<file path="src/rtl/nap_pkg.sv">
`default_nettype none
// ----------------------------------------------------------------------------
// Module   : nap_pkg
// Brief    : Shared state encoding, BCD time type and legality check for the nap sequencer.
// Revision : 1.0 - initial release
// ----------------------------------------------------------------------------
package nap_pkg;

    typedef enum logic [2:0] {
        ST_IDLE   = 3'd0,
        ST_SLEEP  = 3'd1,
        ST_ALARM  = 3'd2,
        ST_SNOOZE = 3'd3,
        ST_DONE   = 3'd4
    } nap_state_t;

    typedef struct packed {
        logic [3:0] h10;
        logic [3:0] h1;
        logic [3:0] m10;
        logic [3:0] m1;
        logic [3:0] s10;
        logic [3:0] s1;
    } bcd_time_t;

    localparam bcd_time_t BCD_ZERO = '0;

    // Valid 24-hour clock reading, excluding the empty duration.
    function automatic logic bcd_time_legal(input bcd_time_t t);
        logic ok;
        ok = (t.h10 <= 4'd2) && (t.h1 <= 4'd9) && (t.m10 <= 4'd5) &&
             (t.m1 <= 4'd9) && (t.s10 <= 4'd5) && (t.s1 <= 4'd9);
        if ((t.h10 == 4'd2) && (t.h1 > 4'd3)) begin
            ok = 1'b0;
        end
        if (t == BCD_ZERO) begin
            ok = 1'b0;
        end
        return ok;
    endfunction

endpackage
`default_nettype wire

</file>
<file path="src/rtl/bcd_time_dec.sv">
`default_nettype none
// ----------------------------------------------------------------------------
// Module   : bcd_time_dec
// Brief    : Combinational hh:mm:ss BCD decrement by one second, with zero flag.
// Revision : 1.0 - initial release
// ----------------------------------------------------------------------------
module bcd_time_dec
    import nap_pkg::*;
(
    input  logic [23:0] value,
    output logic [23:0] result,
    output logic        is_zero
);

    logic [5:0] w_borrow;

    assign w_borrow[0] = 1'b1;

    // Digit 0 is s1; tens-of-seconds and tens-of-minutes wrap to 5.
    for (genvar i = 0; i < 6; i++) begin : g_digit
        localparam logic [3:0] c_digit_max = ((i == 1) || (i == 3)) ? 4'd5 : 4'd9;
        logic [3:0] w_digit;

        assign w_digit = value[4*i +: 4];
        assign result[4*i +: 4] = !w_borrow[i]       ? w_digit :
                                  (w_digit == 4'd0)  ? c_digit_max :
                                                       (w_digit - 4'd1);
        if (i < 5) begin : g_chain
            assign w_borrow[i+1] = w_borrow[i] && (w_digit == 4'd0);
        end
    end

    assign is_zero = (result == BCD_ZERO);

endmodule
`default_nettype wire

</file>
<file path="src/rtl/nap_sequencer.sv">
`default_nettype none
// ----------------------------------------------------------------------------
// Module   : nap_sequencer
// Brief    : Nap countdown in real seconds with alarm, bounded snooze, timeout and cancel.
// Revision : 1.0 - initial release
// ----------------------------------------------------------------------------
module nap_sequencer
    import nap_pkg::*;
#(
    parameter int CLK_PER_SEC       = 1000000,
    parameter int SNOOZE_MIN        = 5,
    parameter int MAX_SNOOZE        = 3,
    parameter int ALARM_TIMEOUT_SEC = 60
) (
    input  logic        clock,
    input  logic        reset,
    input  logic [23:0] set_time,
    input  logic        start,
    input  logic        cancel,
    input  logic        snooze,
    input  logic        ack,
    output logic [23:0] remaining,
    output logic        en_sleep,
    output logic        en_snooze,
    output logic        en_alarm,
    output logic        done,
    output logic        missed,
    output logic        err_time,
    output logic        sec_pulse,
    output logic [3:0]  snooze_left
);

    localparam int              c_ps_w        = $clog2(CLK_PER_SEC);
    localparam logic [c_ps_w-1:0] c_ps_last   = c_ps_w'(CLK_PER_SEC - 1);
    localparam logic [3:0]      c_max_snooze  = 4'(MAX_SNOOZE);
    localparam logic [7:0]      c_timeout     = 8'(ALARM_TIMEOUT_SEC);
    localparam logic [23:0]     c_snooze_time = {8'h00, 4'(SNOOZE_MIN / 10),
                                                 4'(SNOOZE_MIN % 10), 8'h00};

    nap_state_t        r_state;
    logic [23:0]       r_remaining;
    logic [3:0]        r_snooze_left;
    logic [c_ps_w-1:0] r_presc;
    logic [7:0]        r_alarm_cnt;
    logic              r_missed;
    logic              r_err_time;
    logic              r_sec_pulse;

    nap_state_t        w_state_nxt;
    logic [23:0]       w_remaining_nxt;
    logic [3:0]        w_snooze_left_nxt;
    logic [c_ps_w-1:0] w_presc_nxt;
    logic [7:0]        w_alarm_cnt_nxt;
    logic              w_missed_nxt;
    logic              w_err_time_nxt;
    logic              w_sec_pulse_nxt;

    logic [23:0]       w_dec;
    logic              w_dec_zero;
    logic              w_tick;
    logic              w_set_legal;
    logic [7:0]        w_alarm_inc;

    bcd_time_dec u_dec (
        .value   (r_remaining),
        .result  (w_dec),
        .is_zero (w_dec_zero)
    );

    assign w_tick      = (r_presc == c_ps_last);
    assign w_set_legal = bcd_time_legal(set_time);
    assign w_alarm_inc = r_alarm_cnt + 8'd1;

    always_ff @(posedge clock) begin
        if (!reset) begin
            r_state       <= ST_IDLE;
            r_remaining   <= '0;
            r_snooze_left <= '0;
            r_presc       <= '0;
            r_alarm_cnt   <= '0;
            r_missed      <= 1'b0;
            r_err_time    <= 1'b0;
            r_sec_pulse   <= 1'b0;
        end else begin
            r_state       <= w_state_nxt;
            r_remaining   <= w_remaining_nxt;
            r_snooze_left <= w_snooze_left_nxt;
            r_presc       <= w_presc_nxt;
            r_alarm_cnt   <= w_alarm_cnt_nxt;
            r_missed      <= w_missed_nxt;
            r_err_time    <= w_err_time_nxt;
            r_sec_pulse   <= w_sec_pulse_nxt;
        end
    end

    always_comb begin
        w_state_nxt       = r_state;
        w_remaining_nxt   = r_remaining;
        w_snooze_left_nxt = r_snooze_left;
        w_presc_nxt       = r_presc;
        w_alarm_cnt_nxt   = r_alarm_cnt;
        w_missed_nxt      = r_missed;
        w_err_time_nxt    = 1'b0;
        w_sec_pulse_nxt   = 1'b0;

        if (cancel) begin
            w_state_nxt       = ST_IDLE;
            w_remaining_nxt   = '0;
            w_snooze_left_nxt = '0;
            w_presc_nxt       = '0;
            w_alarm_cnt_nxt   = '0;
            w_missed_nxt      = 1'b0;
        end else begin
            case (r_state)
                ST_IDLE, ST_DONE: begin
                    if (start) begin
                        if (w_set_legal) begin
                            w_state_nxt       = ST_SLEEP;
                            w_remaining_nxt   = set_time;
                            w_snooze_left_nxt = c_max_snooze;
                            w_presc_nxt       = '0;
                            w_missed_nxt      = 1'b0;
                        end else begin
                            w_err_time_nxt    = 1'b1;
                        end
                    end
                end
                ST_SLEEP, ST_SNOOZE: begin
                    if (w_tick) begin
                        w_presc_nxt     = '0;
                        w_remaining_nxt = w_dec;
                        w_sec_pulse_nxt = 1'b1;
                        // Zero is judged on the freshly decremented value.
                        if (w_dec_zero) begin
                            w_state_nxt     = ST_ALARM;
                            w_alarm_cnt_nxt = '0;
                        end
                    end else begin
                        w_presc_nxt = r_presc + c_ps_w'(1);
                    end
                end
                ST_ALARM: begin
                    w_presc_nxt = w_tick ? '0 : (r_presc + c_ps_w'(1));
                    if (ack) begin
                        w_state_nxt  = ST_DONE;
                        w_missed_nxt = 1'b0;
                    end else if (snooze && (r_snooze_left != 4'd0)) begin
                        w_state_nxt       = ST_SNOOZE;
                        w_snooze_left_nxt = r_snooze_left - 4'd1;
                        w_remaining_nxt   = c_snooze_time;
                        w_presc_nxt       = '0;
                    end else if (w_tick) begin
                        if (w_alarm_inc == c_timeout) begin
                            w_state_nxt  = ST_DONE;
                            w_missed_nxt = 1'b1;
                        end else begin
                            w_alarm_cnt_nxt = w_alarm_inc;
                        end
                    end
                end
                default: begin
                    w_state_nxt = ST_IDLE;
                end
            endcase
        end
    end

    assign remaining   = r_remaining;
    assign en_sleep    = (r_state == ST_SLEEP);
    assign en_snooze   = (r_state == ST_SNOOZE);
    assign en_alarm    = (r_state == ST_ALARM);
    assign done        = (r_state == ST_DONE);
    assign missed      = r_missed;
    assign err_time    = r_err_time;
    assign sec_pulse   = r_sec_pulse;
    assign snooze_left = r_snooze_left;

endmodule
`default_nettype wire

</file>
<file path="config.mk">
export PLATFORM = sky130hd
export DESIGN_NAME = nap_sequencer
export DESIGN_NICKNAME = d
export VERILOG_FILES = /design/src/rtl/nap_pkg.sv /design/src/rtl/bcd_time_dec.sv /design/src/rtl/nap_sequencer.sv
export SDC_FILE = /design/constraint.sdc
export NUM_CORES = 1
export LEC_CHECK = 0
export BUFFER_PORTS_ARGS = -buffer_cell sky130_fd_sc_hd__buf_2
export CAP_MARGIN = 25
export CORE_MARGIN = 1.5
export CORE_UTILIZATION = 42
export CTS_BUF_LIST = sky130_fd_sc_hd__clkbuf_4
export CTS_CLUSTER_SIZE = 28
export DETAILED_ROUTE_END_ITERATION = 10
export PLACE_DENSITY = 0.65
export REMOVE_ABC_BUFFERS = 1
export SLEW_MARGIN = 5
export SYNTH_ARGS = -nofsm -noshare
export SYNTH_HDL_FRONTEND = slang
export SYNTH_SLANG_ARGS = --single-unit
export TNS_END_PERCENT = 1
</file>
<file path="constraint.sdc">
create_clock -name clock -period 2.78 [get_ports clock]
set_input_delay 0.139 -clock clock [delete_from_list [all_inputs] [get_ports clock]]
set_output_delay 0.139 -clock clock [all_outputs]
set_load 0.02 [all_outputs]
</file>
==> impl_metrics.csv <==
group,metric,value,unit
routing,postRouteAntennaNets,0,
layout,multi_input_area,2310,sq um
placement,dp_slack,0.303,ns
routing,drt_pass1_iterations,5,
placement,hpwlAfterDp,7700,um
layout,regArea,1240,sq um
die,rows,34,
sta,worst_slack,0.251,ns
pwr,leakage,1.69,nW
clock_network,cts.sinks,62,
worst_setup_path,rrSetupSlack,0.25,ns
pwr,p_clk_frac,0.352,
die,dieArea,9550,sq um
global_route,grt_max_degree,24,
logic_synthesis,yosysWarnings,0,
pwr,power_density,356,nW/um^2
worst_setup_path,crit_path_max_fanout,9,
layout,drive_gt1_frac,0.212,
logic_synthesis,postSynthCellCount,480,
logic_synthesis,yosysUniqueCellTypes,68,
sta,setup_viol_count_final,0,
clock_network,cts_buffers,9,
routing,drc,0,
pwr,switching_share,0.265,
pwr,intPower,1.12,mW
logic_synthesis,yosys_register_bits,62,
worst_setup_path,end_kind,"register",
sta,fin_crit_sh,0.910,
logic_synthesis,synth.most_common_cell,"dfxtp_1",
sta,tightest_slew,0.538,ns
pwr,p_sw,0.405,mW
logic_synthesis,syn_area_per_cell,7.85,sq um
sta,timing.fmax,395,MHz
clock_network,cts_tree,"done",
die,core_area,8720,sq um
global_route,overflow,0,
clock_network,cts.reportedPaths.clkPinSlew,0.11,ns
global_route,antenna_found_initial,0,
die,ioPinCount,65,
logic_synthesis,ys_top_cells_by_count,"dfxtp_1 (62), nor2_1 (56), a21oi_1 (41), nand2_1 (39)",
pwr,power_frac_comb,0.065,
layout,fillers,893,
routing,wl,10700,um
pwr,ir_worst_vdd,0.329,mV
hold_path,holdCritPathClass,"in -> reg",
layout,fin_nets,577,
status,status,"finished clean",
clock_network,cts_resized,0,
routing,wl_per_cell,16.3,um
logic_synthesis,synth_edf_count,0,
die,dieWidth,97.7,um
routing,drt_iter0_drc,231,
routing,vias,3898,
sta,finalHoldViolCount,0,
worst_setup_path,required,3.08,ns
logic_synthesis,synth_top_cell_area_share,0.329,
layout,area_growth,13.9,%
layout,fin_util,0.492,
global_route,grt_usage,0.227,
clock_network,clock_latency,0.41,ns
clock_network,cts_setup_buffers,0,
logic_synthesis,yosysTopAreaCell,"dfxtp_1",
worst_setup_path,worst-setup-path-type,"reg -> reg",
worst_setup_path,cp-start-kind,"register",
sta,fin_crit,2.53,ns
die,start_util,0.432,
job,maxCapViolCount,0,
pwr,p_seq_frac,0.583,
logic_synthesis,async_flop_share,0,
clock_network,cts_buffer_depth,2,
placement,routabilityCongestion,0.906,
clock_network,cts_root_buf,"clkbuf_4",
clock_network,ctsHtreeMaxLevel,3,
sta,skew,0.0178,ns
logic_synthesis,syn_area,3770,sq um
sta,max-slew-margin-rel,0.632,
worst_setup_path,crit_arrival,2.83,ns
die,die_h,97.7,um
sta,rsz0062_at_grt,"no",
sta,fin_tns_setup,0,ns
routing,avgViaCountPerCell,5.95,
placement,portBuffers,64,
global_route,first_global_vias,3583,
global_route,grt_first_pass_wirelength,17700,um
logic_synthesis,ys_seq_area_frac,0.329,
logic_synthesis,synth_ff_type,"dfxtp_1",
layout,n_antenna_cell,0,
sta,slew_violations,0,
logic_synthesis,synth_area_leaders,"dfxtp_1 (33%), nor2_1 (5.6%), a21oi_1 (5.4%), nand2_1 (3.9%), nor3_1 (3.5%)",
clock_network,cts_hold_buf,0,
## cell type report
cell class | instances | area share
sequential | 62 | 0.289
clock buffer | 11 | 0.0192
tap | 108 | 0.0315
inverter | 13 | 0.0114
timing repair buffer | 81 | 0.104
clock inverter | 5 | 0.00612
multi-input combinational | 375 | 0.538
## power groups by stage
stage                     clock (mW)  sequential [mW]  combinational [mW]
final                          0.538            0.891              0.0999
after global routing           0.590            0.892               0.108
after CTS                      0.557            0.891              0.0982
after detailed placement           0            0.911              0.0976
after global placement             0            0.911              0.0971
after floorplan                    0            0.913              0.0431
## registers in the layout (all words and copies together), names as in the netlist
register	count
missed	1
snooze_left	4
err_time	1
sec_pulse	1
r_state	3
r_alarm_cnt	8
remaining	24
r_presc	20
## worst paths after layout
kind / startpoint / endpoint / depth (start not counted)
worst max-delay path: r_alarm_cnt[0] / r_state[1] / 7
worst min-delay path: start / err_time / 3
worst max register to register: r_alarm_cnt[0] / r_state[1] / 7
worst min register to register: snooze_left[3] / snooze_left[3] / 1
## cell usage in the layout, fill, tap and decap left out, types with 10 or more instances in the layout
| cell | Yosys | layout |
|---|---|---|
| buf_4 | 5 | 17 |
| nand3_1 | 21 | 21 |
| clkbuf_4 | 0 | 11 |
| nor2_1 | 56 | 55 |
| nor4_1 | 11 | 11 |
| buf_2 | 7 | 64 |
| o21ai_0 | 26 | 26 |
| inv_1 | 12 | 12 |
| dfxtp_1 | 62 | 62 |
| nand2_1 | 39 | 39 |
| a21oi_1 | 41 | 41 |
| o211ai_1 | 10 | 10 |
| nor3_1 | 26 | 26 |
## worst max-delay path: stages, from the launching register on
cell and delay (ns):
dfxtp_1 0.49, ha_1 0.36, nand3b_1 0.13, a2111oi_2 0.44
nand4_1 0.14, a32o_1 0.33, or3_1 0.37, o2111a_1 0.15
## cell families (layout without fill, tap and decap cells)
family | count (synthesis) | in the layout | synth area share
AO/OA/AOI/OAI | 139 | 139 | 0.252
XOR/XNOR | 18 | 18 | 0.0418
AND/OR/NAND/NOR | 210 | 210 | 0.294
buffers and inverters | 43 | 110 | 0.0584
flip-flops | 62 | 62 | 0.329
adder cells (fa/ha/maj) | 5 | 5 | 0.0166
multiplexers | 3 | 3 | 0.00797
## per-stage QoR
| stage | cells | hold slack [ns] | power [mW] | cell area (sq um) |
|---|---|---|---|---|
| floorplan | 450 | 0.291 | 0.956 | 3600 |
| global placement | 639 | 0.453 | 1.01 | 4180 |
| detailed placement | 639 | 0.456 | 1.01 | 4180 |
| CTS | 655 | 0.00513 | 1.55 | 4290 |
| global route | 655 | 0.00124 | 1.59 | 4290 |
| finish | 655 | 0.0332 | 1.53 | 4290 |
## metal layers
layer  share of wire  GRT usage  vias to the layer above
li1                -          -                     1910
met1            0.45      0.304                     1846
met2            0.48      0.364                      128
met3           0.061     0.0540                       14
met4           0.010     0.0659                        0
met5               0          0                        -
(Power assumes the default switching activity.)
